$ cat src/rtl/mux_pipe.sv
// mux_pipe: PORTS independent registered read lanes over a shared DEPTH x WIDTH word array.
// Define MUX_PIPE_RANGE_CHECK_EN to register a per-lane out-of-range flag on err_o.
module mux_pipe #(
  parameter int WIDTH = 32,
  parameter int DEPTH = 32,
  parameter int PORTS = 2,
  localparam int SELW = $clog2(DEPTH)
) (
  input  logic                   clk_i,
  input  logic                   rst_n_i,
  input  logic [DEPTH*WIDTH-1:0] data_i,
  input  logic [PORTS*SELW-1:0]  sel_i,
  input  logic [PORTS-1:0]       valid_i,
  output logic [PORTS-1:0]       ready_o,
  output logic [PORTS*WIDTH-1:0] data_o,
  output logic [PORTS-1:0]       valid_o,
  input  logic [PORTS-1:0]       ready_i,
  output logic [PORTS-1:0]       err_o
);

  // One extra bit so DEPTH itself is representable and the compare cannot wrap.
  localparam logic [SELW:0] DEPTH_W = (SELW+1)'(DEPTH);

  logic [PORTS-1:0]       valid_q, valid_d;
  logic [PORTS*WIDTH-1:0] data_q, data_d;
  logic [PORTS-1:0]       accept;
  logic [PORTS-1:0]       in_range;
  logic [WIDTH-1:0]       lane_word [PORTS];

  assign ready_o = ~valid_q | ready_i;
  assign accept  = valid_i & ready_o;

  for (genvar p = 0; p < PORTS; p++) begin : g_lane
    logic [SELW-1:0] sel;
    assign sel          = sel_i[p*SELW +: SELW];
    assign in_range[p]  = {1'b0, sel} < DEPTH_W;
    assign lane_word[p] = in_range[p] ? data_i[sel*WIDTH +: WIDTH] : '0;
  end

  always_comb begin
    valid_d = valid_q;
    data_d  = data_q;
    for (int p = 0; p < PORTS; p++) begin
      if (accept[p]) begin
        valid_d[p]                = 1'b1;
        data_d[p*WIDTH +: WIDTH]  = lane_word[p];
      end else if (ready_i[p]) begin
        valid_d[p] = 1'b0;
      end
    end
  end

  always_ff @(posedge clk_i or negedge rst_n_i) begin
    if (!rst_n_i) begin
      valid_q <= '0;
      data_q  <= '0;
    end else begin
      valid_q <= valid_d;
      data_q  <= data_d;
    end
  end

  assign valid_o = valid_q;
  assign data_o  = data_q;

`ifdef MUX_PIPE_RANGE_CHECK_EN
  logic [PORTS-1:0] err_q, err_d;

  always_comb begin
    err_d = err_q;
    for (int p = 0; p < PORTS; p++) begin
      if (accept[p]) err_d[p] = ~in_range[p];
    end
  end

  always_ff @(posedge clk_i or negedge rst_n_i) begin
    if (!rst_n_i) err_q <= '0;
    else          err_q <= err_d;
  end

  assign err_o = err_q;
`else
  assign err_o = '0;
`endif

endmodule

$ cat config.mk
export PLATFORM = sky130hd
export DESIGN_NAME = mux_pipe
export DESIGN_NICKNAME = d
export VERILOG_FILES = /design/src/rtl/mux_pipe.sv
export SDC_FILE = /design/constraint.sdc
export NUM_CORES = 1
export LEC_CHECK = 0
export CORE_AREA = 10 10 422 424
export CTS_BUF_LIST = sky130_fd_sc_hd__clkbuf_4 sky130_fd_sc_hd__clkbuf_8
export DETAILED_ROUTE_END_ITERATION = 12
export DIE_AREA = 0 0 432 434
export MAX_ROUTING_LAYER = met4
export PLACE_DENSITY = 0.43
export SLEW_MARGIN = 10
export SYNTH_ARGS = -nofsm -noshare
export SYNTH_HDL_FRONTEND = slang
export SYNTH_SLANG_ARGS = --single-unit
export TNS_END_PERCENT = 30
$ cat constraint.sdc
create_clock -name clk_i -period 1.5 [get_ports clk_i]
set_clock_uncertainty 0.2 [all_clocks]
set_input_delay 0.15 -clock clk_i [delete_from_list [all_inputs] [get_ports clk_i]]
set_output_delay 0.15 -clock clk_i [all_outputs]
set_load 0.01 [all_outputs]
# --- Word-level counts from Yosys, hierarchy flattened ---
# Index checks and enable logic that the tools add are counted.
word_totals:
  register_bits: 66
  input_bits: 1040
  output_inout_bits: 70
  elab_cells: 15
op_classes:
  n_shift: 2
  n_mux: 4
  n_bitwise: 3
  n_reduce_logical: 2
ops:
  columns: ["operator", "count"]
  rows:
  - ["$shiftx 1024x11->32", 2]
  - ["$mux 1", 4]
  - ["$reduce_bool 2->1", 2]
  - ["$and 2x2->2", 1]
  - ["$not 2->2", 1]
  - ["$or 2x2->2", 1]

# --- Depth between registers and ports, before layout ---
# Gate-level depths: netlist of the first run.
logic_depth:
  depth_word: 4
  depth_mapped: 8
  depth_no_buf: 5

# --- Worst setup path after synthesis of the first run ---
# OpenSTA, ideal clock, no wires.
synth_timing:
  path_kind: "input port to flip-flop"
  startpoint: "in sel_i[0]"
  endpoint: "reg data_q[19] (netlist: data_o[19])"
  setup_ns: 0.104
  arrival_ns: 1.489
  slack_ns: -0.293
  stages: 8
  path_cell_list: "buf_4 buf_8 buf_6 mux2i_1 a22o_1 a221oi_2 o22ai_1 o41ai_2"
synth_between:
  elab_chain_len: 1
synth_lines:
  columns: ["element", "line", "source"]
  rows:
  - ["start, declared", "12", "input logic [PORTS*SELW-1:0] sel_i,"]
  - ["$shiftx 1024x11->32", "37", "assign lane_word[p] = in_range[p] ? data_i[sel*WIDTH +: WIDTH] : '0;"]
  - ["end signal, assigned", "59", "data_q <= data_d;"]
  - ["end, declared", "25", "logic [PORTS*WIDTH-1:0] data_q, data_d;"]
# Every way passes these cells.
# A chain may end at the register's enable or synchronous reset.

# --- Final worst setup path of the first run ---
layout_timing:
  startpoint: "in sel_i[0]"
  endpoint: "reg data_q[18] (netlist: data_o[18])"
# Same word-level chain as after synthesis.

==> results by group, run 1 <==
Worst setup path
  – Worst setup SP type: primary input
  – CP required: 1730 ps
  – CP Max Fanout: 16
  – Crit path DAT: 1960 ps
  – Worst path max stage delay: 260 ps
  – CP max-delay cell: a22o_1
  – Critical Path Sink Type: flip-flop
  – Critical setup path kind: in2reg
  – WP buf/inv: 5
  – Top cell by count, worst path: buf_16
  – Cell Chain, Critical Path: buf_16 -> buf_16 -> buf_16 -> buf_8 -> buf_12 -> mux2i_1 -> a22o_1 -> a221oi_2 -> o22ai_1 -> o41ai_2
  – Slack of the worst reg-to-reg path: -210 ps
  – Crit path max-delay family: compound AO/OA/AOI/OAI gates

Route
  – Vias per inst: 4.57
  – WL/cell: 35.1 um
  – Number of nets with antenna violations after routing: 0
  – DRT Pass-1 Iters: 6
  – Vias: 27,302
  – Drt drc: 0
  – Drt total wl: 210,000 um
  – Initial DRC count: 2,153

Timing
  – RSZ-0062 raised after global routing: yes
  – Hold Vio Cnt, Final: 0
  – Final setup violating endpoints: 79
  – Crit path time final: 1730 ps
  – Worst Tran Pin Value: 575 ps
  – Max-slew violations: 0
  – Crit share post-route: 115%
  – Final WS setup: -229 ps
  – Fmax: 579 MHz
  – Relative slew slack: 61.7%

Logic synthesis
  – Post-synth top cells: mux2i_1 (1,024), a22oi_1 (256), a21oi_1 (128), a22o_1 (128), clkbuf_1 (115)
  – Count leader, synth: mux2i_1
  – Unique masters post-synth: 24
  – Yosys top cell area share: 50.6%
  – Post-synthesis sequential area ratio: 8.15%
  – Yosys top cell by area: mux2i_1
  – Synth Area per Inst: 9.17 um^2
  – Total number of yosys warnings: 0
  – Mapped Cells: 2,211
  – Post-synth ARST share: 100%
  – Syn Std Cell Area: 0.0203 mm^2
  – Synthesized flop and latch total: 66
  – Most used DFF post-synth: dfrtp_1
  – Top post-synthesis cells by area: mux2i_1 (51%), a22oi_1 (9.5%), dfrtp_1 (8.1%)
  – Number of synthesized flops with an enable pin: 0

Run status
  – Violated checks: negative setup slack
  – Status: complete, but fails checks

Global route
  – Vias in the first global route: 28,668
  – GRT Residual Overflow: 0
  – Initial antenna violation count: 141
  – GRT Resource Usage Total: 21.5%
  – Pin count of the biggest net entering global routing: 32
  – First-pass GRT wire length: 267,000 um

Floorplan
  – I/O Pins: 1,110
  – Placeable Area: 0.169 mm^2
  – Die W: 432 um
  – Starting Density: 12.0%
  – Die Span Y: 434 um
  – # rows: 151
  – Die area: 0.187 mm^2

Final layout
  – Post-route cell area: 0.0405 mm^2
  – Synthesis-to-finish area growth: 99.7%
  – Final nets: 4,688
  – Util after Layout: 23.9%
  – Layout cells sized above 1: 24.2%
  – Final Non-Filler Cells: 5,979

Pwr
  – PwrDens: 450 mW/mm^2
  – Worst VDD drop: 475 uV
  – Lkg Pwr: 17.3 nW

Worst hold path
  – Hold crit path type: in2async

Flow run
  – Total of max-cap violations: 0

Clock tree
  – Reg clk slew, reported paths: 130 ps
  – H-tree levels: 3
  – Clk sinks: 66
  – Worst skew pair latency: 540 ps
  – Num CTS Buffers: 9
  – CTS tree: done
  – Max clock buf depth: 2
  – CTS root buf: clkbuf_8

Place
  – RePlAce Congestion: 0.967
  – Placed insts: 5,781
  – DP Wirelength: 174,000 um
  – I/O Buffers: 1,107
  – Placed cell area: 0.0381 mm^2
## stage by stage
| step | worst slack (ps) | total power, mW | setup TNS, ps | hold WS (ps) |
|---|---|---|---|---|
| detailed placement | -1490 | 15.3 | -77440 | -189 |
| CTS | -226 | 17.9 | -15060 | 57.1 |
| global placement | -1520 | 15.3 | -77650 | -190 |
| finish | -229 | 18.2 | -10540 | 104 |
| global route | -267 | 19.1 | -18570 | 40.9 |
| floorplan | -203 | 7.36 | -11890 | -346 |
## registers in the layout (all words and copies together) (netlist names)
name	flops
data_o	64
valid_o	2
## cell usage in the layout, fill, tap and decap left out, drive strengths merged, types with 14 or more instances in the layout
cell type      Yosys  final
a221oi           128    128
dfrtp             66     66
a22o             128    128
clkbuf           130     14
buf              136    645
o22ai             64     64
a21oi            128    128
o41ai             64     64
mux2i           1024   1024
clkdlybuf4s50      0   1025
diode              0    108
a22oi            256    256
nand2             68     68
## tightest hold or removal path, stage by stage
cell and delay (ps):
dlygate4sd3_1 520, buf_4 110, dlymetal6s4s_1 540
## cell families after synthesis
kind of cell	after synthesis	synth area share (%)
AO/OA/AOI/OAI	768	32.0
buffers and inverters	266	7.50
flip-flops	66	8.15
multiplexers	1024	50.6
other	1	0.0185
AND/OR/NAND/NOR	86	1.79
## routing by layer
metal	share of wire, %	global-route usage (%)	up-vias
met5	0	-	-
met4	3.7	9.95	0
met3	5.9	5.34	246
met2	49	35.2	1188
met1	41	24.6	13744
li1	-	-	12124
## power by group
group / internal [mW] / switching (mW)
Clock: 0.609 / 1.38
Sequential: 2.10 / 0.322
Combinational: 7.25 / 6.54
## worst paths after layout
| check | start | endpoint | cells after the start |
|---|---|---|---|
| worst max-delay path | sel_i[0] | data_o[18] | 10 |
| worst min-delay path | rst_n_i | valid_o[0] | 3 |
| worst max register to register | valid_o[0] | data_o[18] | 5 |
| worst min register to register | data_o[24] | data_o[24] | 2 |
| max in group asynchronous | rst_n_i | data_o[44] | 4 |
| min in group clk_i | valid_i[0] | valid_o[0] | 2 |
## repair_timing
item / 4_1_cts / 5_1_grt
endpoints found under the hold margin: 66 / 0
resized for setup: 381 / 114
endpoints found under the setup margin: 132 / 157
cloned: 12 / 5
pin swaps: 32 / 43
setup buffers: 36 / 27
hold buffers: 3 / 0
## layout make-up
class                           count  area (um^2)
Fill cell                       18347       129000
Multi-Input combinational cell   1880        18100
Timing Repair Buffer             1691        17500
Tap cell                         2218         2780
Sequential cell                    66         1660
Antenna cell                      108          270
Clock buffer                        9          124
Clock inverter                      7         53.8
No activity file was read; power rests on OpenSTA's default activity.
==> run 2, diff against run 1 <==
--- a/config.mk
+++ b/config.mk
@@ -7,6 +7,7 @@
 export LEC_CHECK = 0
 export CORE_AREA = 10 10 422 424
 export CTS_BUF_LIST = sky130_fd_sc_hd__clkbuf_4 sky130_fd_sc_hd__clkbuf_8
+export CTS_CLUSTER_DIAMETER = 120
 export DETAILED_ROUTE_END_ITERATION = 12
 export DIE_AREA = 0 0 432 434
 export MAX_ROUTING_LAYER = met4
==> results of run 2 <==
Same layout as run 1: the final DEF is identical, and so are final timing and power.
